**config.mk**
```make
export PLATFORM = sky130hd
export DESIGN_NAME = msg_rx_depacketizer
export DESIGN_NICKNAME = d
export VERILOG_FILES = /design/src/rtl/msg_rx_depacketizer.sv
export SDC_FILE = /design/constraint.sdc
export NUM_CORES = 1
export LEC_CHECK = 0
export CORE_AREA = 2 2 105 107
export CTS_CLUSTER_DIAMETER = 100
export CTS_CLUSTER_SIZE = 40
export DETAILED_ROUTE_END_ITERATION = 12
export DIE_AREA = 0 0 107 109
export PLACE_DENSITY = 0.78
export SLEW_MARGIN = 10
export SYNTH_ARGS = -nofsm -noshare
export SYNTH_HDL_FRONTEND = slang
export SYNTH_SLANG_ARGS = --single-unit
```
**constraint.sdc**
```tcl
create_clock -name clk_200MHz -period 2.65 [get_ports clk_200MHz]
set_input_delay 0.265 -clock clk_200MHz [delete_from_list [all_inputs] [get_ports clk_200MHz]]
set_output_delay 0.265 -clock clk_200MHz [all_outputs]
set_load 0.01 [all_outputs]
```
**src/rtl/msg_rx_depacketizer.sv**
```systemverilog
// Receive-side message depacketizer: filters messages by RX_UID, strips the
// header word and forwards the payload through a one-deep output register.
// Overlength payloads are cut at MAX_WORDS and status counters saturate.
module msg_rx_depacketizer #(
    parameter logic [7:0]  LOCAL_UID = 8'h02,
    parameter logic [7:0]  BCAST_UID = 8'hFF,
    parameter int unsigned MAX_WORDS = 256
) (
    input  logic        clk_200MHz,
    input  logic        peripheral_reset,
    input  logic [31:0] s_TDATA,
    input  logic        s_TLAST,
    input  logic        s_TVALID,
    output logic        s_TREADY,
    output logic [31:0] m_TDATA,
    output logic        m_TLAST,
    output logic        m_TVALID,
    input  logic        m_TREADY,
    output logic [7:0]  m_tx_uid,
    output logic [15:0] msg_ok_cnt,
    output logic [15:0] msg_drop_cnt,
    output logic [15:0] msg_err_cnt,
    output logic        busy
);

    localparam logic [1:0] ST_HDR  = 2'd0;
    localparam logic [1:0] ST_PASS = 2'd1;
    localparam logic [1:0] ST_DROP = 2'd2;

    // Index of the last payload word that may be forwarded in one message.
    localparam logic [15:0] LAST_IDX = 16'(MAX_WORDS - 1);

    logic [1:0]  state;
    logic [15:0] word_cnt;
    logic        out_free;
    logic        in_xfer;
    logic        hdr_match;
    logic        at_limit;
    logic        ok_inc;
    logic        drop_inc;
    logic        err_inc;

    function automatic logic [15:0] sat_inc(input logic [15:0] v);
        return (v == 16'hFFFF) ? v : v + 16'd1;
    endfunction

    assign out_free  = !m_TVALID || m_TREADY;
    assign in_xfer   = s_TVALID && s_TREADY;
    assign hdr_match = (s_TDATA[31:24] == LOCAL_UID) || (s_TDATA[31:24] == BCAST_UID);
    assign at_limit  = (word_cnt == LAST_IDX);
    assign busy      = (state != ST_HDR) || m_TVALID;

    // Input ready: headers wait for a pending word so m_tx_uid cannot change under it.
    always_comb begin
        s_TREADY = 1'b0;
        if (!peripheral_reset) begin
            case (state)
                ST_HDR:  s_TREADY = out_free;
                ST_PASS: s_TREADY = out_free;
                ST_DROP: s_TREADY = 1'b1;
                default: s_TREADY = 1'b0;
            endcase
        end
    end

    // Counter increment events; ok and err can fire together on truncation.
    always_comb begin
        ok_inc   = 1'b0;
        drop_inc = 1'b0;
        err_inc  = 1'b0;
        if (in_xfer) begin
            if (state == ST_HDR) begin
                err_inc  = s_TLAST;
                drop_inc = !s_TLAST && !hdr_match;
            end else if (state == ST_PASS) begin
                ok_inc  = s_TLAST || at_limit;
                err_inc = !s_TLAST && at_limit;
            end
        end
    end

    // Message FSM, payload word counter and latched TX_UID.
    always_ff @(posedge clk_200MHz) begin
        if (peripheral_reset) begin
            state    <= ST_HDR;
            word_cnt <= 16'd0;
            m_tx_uid <= 8'd0;
        end else if (in_xfer) begin
            case (state)
                ST_HDR: begin
                    if (!s_TLAST) begin
                        if (hdr_match) begin
                            m_tx_uid <= s_TDATA[23:16];
                            word_cnt <= 16'd0;
                            state    <= ST_PASS;
                        end else begin
                            state <= ST_DROP;
                        end
                    end
                end
                ST_PASS: begin
                    word_cnt <= word_cnt + 16'd1;
                    if (s_TLAST) begin
                        state <= ST_HDR;
                    end else if (at_limit) begin
                        state <= ST_DROP;
                    end
                end
                ST_DROP: begin
                    if (s_TLAST) begin
                        state <= ST_HDR;
                    end
                end
                default: state <= ST_HDR;
            endcase
        end
    end

    // One-deep output register; holds data stable until the consumer takes it.
    always_ff @(posedge clk_200MHz) begin
        if (peripheral_reset) begin
            m_TVALID <= 1'b0;
            m_TLAST  <= 1'b0;
            m_TDATA  <= 32'd0;
        end else if (in_xfer && (state == ST_PASS)) begin
            m_TVALID <= 1'b1;
            m_TDATA  <= s_TDATA;
            m_TLAST  <= s_TLAST || at_limit;
        end else if (m_TREADY) begin
            m_TVALID <= 1'b0;
        end
    end

    // Saturating status counters.
    always_ff @(posedge clk_200MHz) begin
        if (peripheral_reset) begin
            msg_ok_cnt   <= 16'd0;
            msg_drop_cnt <= 16'd0;
            msg_err_cnt  <= 16'd0;
        end else begin
            if (ok_inc)   msg_ok_cnt   <= sat_inc(msg_ok_cnt);
            if (drop_inc) msg_drop_cnt <= sat_inc(msg_drop_cnt);
            if (err_inc)  msg_err_cnt  <= sat_inc(msg_err_cnt);
        end
    end

endmodule

```
==> metrics.md <==
| Metric | Value |
|---|---|
| WL per Instance | `15.3 µm` |
| TritonCTS clock tree | `yes` |
| Rel. slew slack | `0.518` |
| DIE HEIGHT | `109 µm` |
| Placed Area | `6450 µm²` |
| Outcome | `completed` |
| Reg power frac | `0.576` |
| First-pass detailed-route iteration total | `5` |
| CP Data Arrival Time | `2.62 ns` |
| Fin crit share | `0.873` |
| Clock power frac | `0.357` |
| # rows | `38` |
| Number of global-route vias before repair | `4530` |
| Worst slew pin tran | `0.721 ns` |
| Reg clk slew, reported paths | `0.11 ns` |
| Synth top cells by count | `108 x dfxtp_1, 93 x nand2_1, 81 x a21oi_1` |
| Die width | `107 µm` |
| CP startpoint kind | `flip-flop` |
| Vias/cell | `5.74` |
| Power Density | `430 nW/µm²` |
| Fmax | `432 MHz` |
| Syn_nets | `641` |
| Root Driver | `clkbuf_8` |
| Maximum VDD drop | `0.000390 V` |
| Yosys top cell by area | `dfxtp_1` |
| Largest net degree at the start of global routing | `58` |
| Via count | `4965` |
| Post-Route WL | `13200 µm` |
| Clock Latency Late Sink | `0.37 ns` |
| CP Capture Type | `flip-flop` |
| Final core utilization | `0.627` |
| Final hold vios | `0` |
| Layout area overhead | `32.1%` |
| Setup Skew | `0.0122 ns` |
| Number of remaining DRC errors | `0` |
| Die area | `11700 µm²` |
| Combinational share of power | `0.067` |
| Post-Layout Cell Count | `865` |
| Design Area, Final | `6640 µm²` |
| Initial antenna violation count | `0` |
| Final setup violating endpoints | `0` |
| Distinct cell type count after synthesis | `57` |
| Top Ports | `129` |
| Switching pwr | `0.680 mW` |
| NumNets Final | `761` |
| Cts hold-fix bufs | `0` |
| First-pass GRT wire length | `21200 µm` |
| Largest cells by area after synthesis | `dfxtp_1 43%, a21oi_1 8.1%, nand2_1 6.9%` |
| Antenna Cells | `0` |
| Max_cap viols | `0` |
| Gate count after technology mapping | `600` |
| Mean Syn Cell Area | `8.38 µm²` |
| Initial Util | `0.474` |
| Post-synth EDFFs | `0` |
| Hold slack | `0.437 ns` |
| GP Congestion | `0.833` |
| Post-Synthesis Cell Area | `5030 µm²` |
| Yosys warns | `0` |
| Yosys reg bits | `108` |
| Final ANT Viol Nets | `0` |
| Initial detailed-routing violation count | `215` |
| RSZ-0062 raised after global routing | `false` |
| Async SR Flop Fraction | `0` |
| Core area | `10600 µm²` |
| Setup TNS | `0 ns` |
| Top FF cell, synth | `dfxtp_1` |
| P_int | `2.18 mW` |
| Inserted Clock Buffers | `9` |
| Number of port buffers | `128` |
| Max FO, Critical Path | `19` |
| Layout cells sized above 1 | `0.0800` |
| H-tree Lvls | `3` |
| Clock Path Buffers | `2` |
| Hold Path Class | `in -> reg` |
| Slew Viols, Final | `0` |
| Total clock sinks | `108` |
| WP data required | `2.95 ns` |
| LEAKAGE | `2.14 nW` |
| Post-Place Cells | `849` |
| Total global routing track utilization | `0.222` |
| DP Wirelength | `9530 µm` |
| CTS resizes | `0` |
| Switching share of total power | `0.238` |
| Post-synthesis sequential area ratio | `0.430` |
| Minimum clock period | `2.31 ns` |
| Post-CTS setup buffer count | `0` |
| Total gr overflow | `0` |
| Count leader, synth | `dfxtp_1` |
| Share of the synthesized area in the top cell type | `0.430` |
| Setup CP Type | `reg -> reg` |
==> final cells by class <==
cell class | count | area, µm²
inverters | 10 | 37.5
fillers | 899 | 3960
repair buffers | 141 | 1390
well taps | 140 | 175
multi-input cells | 450 | 2690
clock inverters | 6 | 68.8
flip-flops and latches | 108 | 2160
clock buffers | 10 | 128
==> worst paths after layout <==
check	start	endpoint	slack, ns	cells past startpoint
max	state[0]$_SDFFE_PP0P_	msg_ok_cnt[9]$_SDFFE_PP0P_	0.34	5
min	s_TDATA[2]	m_TDATA[2]$_SDFFE_PP0P_	0.44	3
max reg2reg	state[0]$_SDFFE_PP0P_	msg_ok_cnt[9]$_SDFFE_PP0P_	0.34	5
min reg2reg	m_TDATA[9]$_SDFFE_PP0P_	m_TDATA[9]$_SDFFE_PP0P_	0.46	2
==> power by group through the flow <==
stage          sequential, mW  combinational [mW]  clock, mW
2_1_floorplan            1.68              0.0886          0
6_report                 1.64               0.191       1.02
3_5_place_dp             1.68               0.191          0
5_1_grt                  1.65               0.208       1.10
4_1_cts                  1.64               0.192       1.04
3_3_place_gp             1.68               0.189          0
==> layer usage <==
| layer | GRT usage | part of all wire |
|---|---|---|
| met1 | 0.284 | 0.44 |
| met2 | 0.386 | 0.49 |
| met3 | 0.0436 | 0.055 |
| met4 | 0.0566 | 0.013 |
| met5 | 0 | 0 |
==> logic make-up (layout without fill, tap and decap cells) <==
logic type / count (synthesis) / count (layout) / synth area share
xor gates and xnor gates: 2 / 2 / 0.00348
and+or+nand+nor: 270 / 270 / 0.293
adders and majority gates: 4 / 4 / 0.00996
buffers and inverters: 42 / 167 / 0.0371
DFF: 108 / 108 / 0.430
muxes: 19 / 19 / 0.0396
AOI/OAI and AO/OA: 155 / 155 / 0.187
==> cells in the final DEF, fill, tap and decap left out, types with 3 or more instances in the layout <==
| cell type | instances |
|---|---|
| nand3_1 | 24 |
| ha_1 | 4 |
| or4_1 | 29 |
| nand2_1 | 93 |
| mux2_2 | 7 |
| inv_1 | 10 |
| clkdlybuf4s50_1 | 127 |
| nor4_2 | 4 |
| and4_1 | 7 |
| or3_1 | 15 |
| o31ai_1 | 26 |
| nand2b_1 | 3 |
| a31oi_1 | 3 |
| nor2b_1 | 10 |
| o21ai_0 | 20 |
| and3_1 | 7 |
| clkbuf_8 | 9 |
| nor3_1 | 4 |
| nand4_1 | 13 |
| or2_2 | 3 |
| inv_6 | 3 |
| o41ai_1 | 5 |
| dfxtp_1 | 108 |
| mux2i_1 | 12 |
| nor2_1 | 34 |
| buf_4 | 12 |
| nor4_1 | 9 |
| o311ai_0 | 3 |
| a21oi_1 | 81 |
==> critical path, stage by stage, from the launching register on <==
cell	delay, ns
dfxtp_1	0.54
and2b_1	0.24
and3_1	0.40
o211ai_2	0.40
or4_1	0.50
a21oi_1	0.16
==> flip-flops by register name (all words and copies together) (netlist names) <==
name,count
msg_ok_cnt,16
m_tx_uid,8
msg_drop_cnt,16
m_TLAST,1
m_TDATA,32
word_cnt,16
state,2
m_TVALID,1
msg_err_cnt,16
==> through the flow <==
stage               worst slack [ns]  total power, mW
floorplan                      0.626             1.77
finish                         0.337             2.86
detailed placement             0.143             1.87
global placement               0.189             1.87
CTS                            0.347             2.88
global route                   0.112             2.96
(Power assumes the default switching activity.)
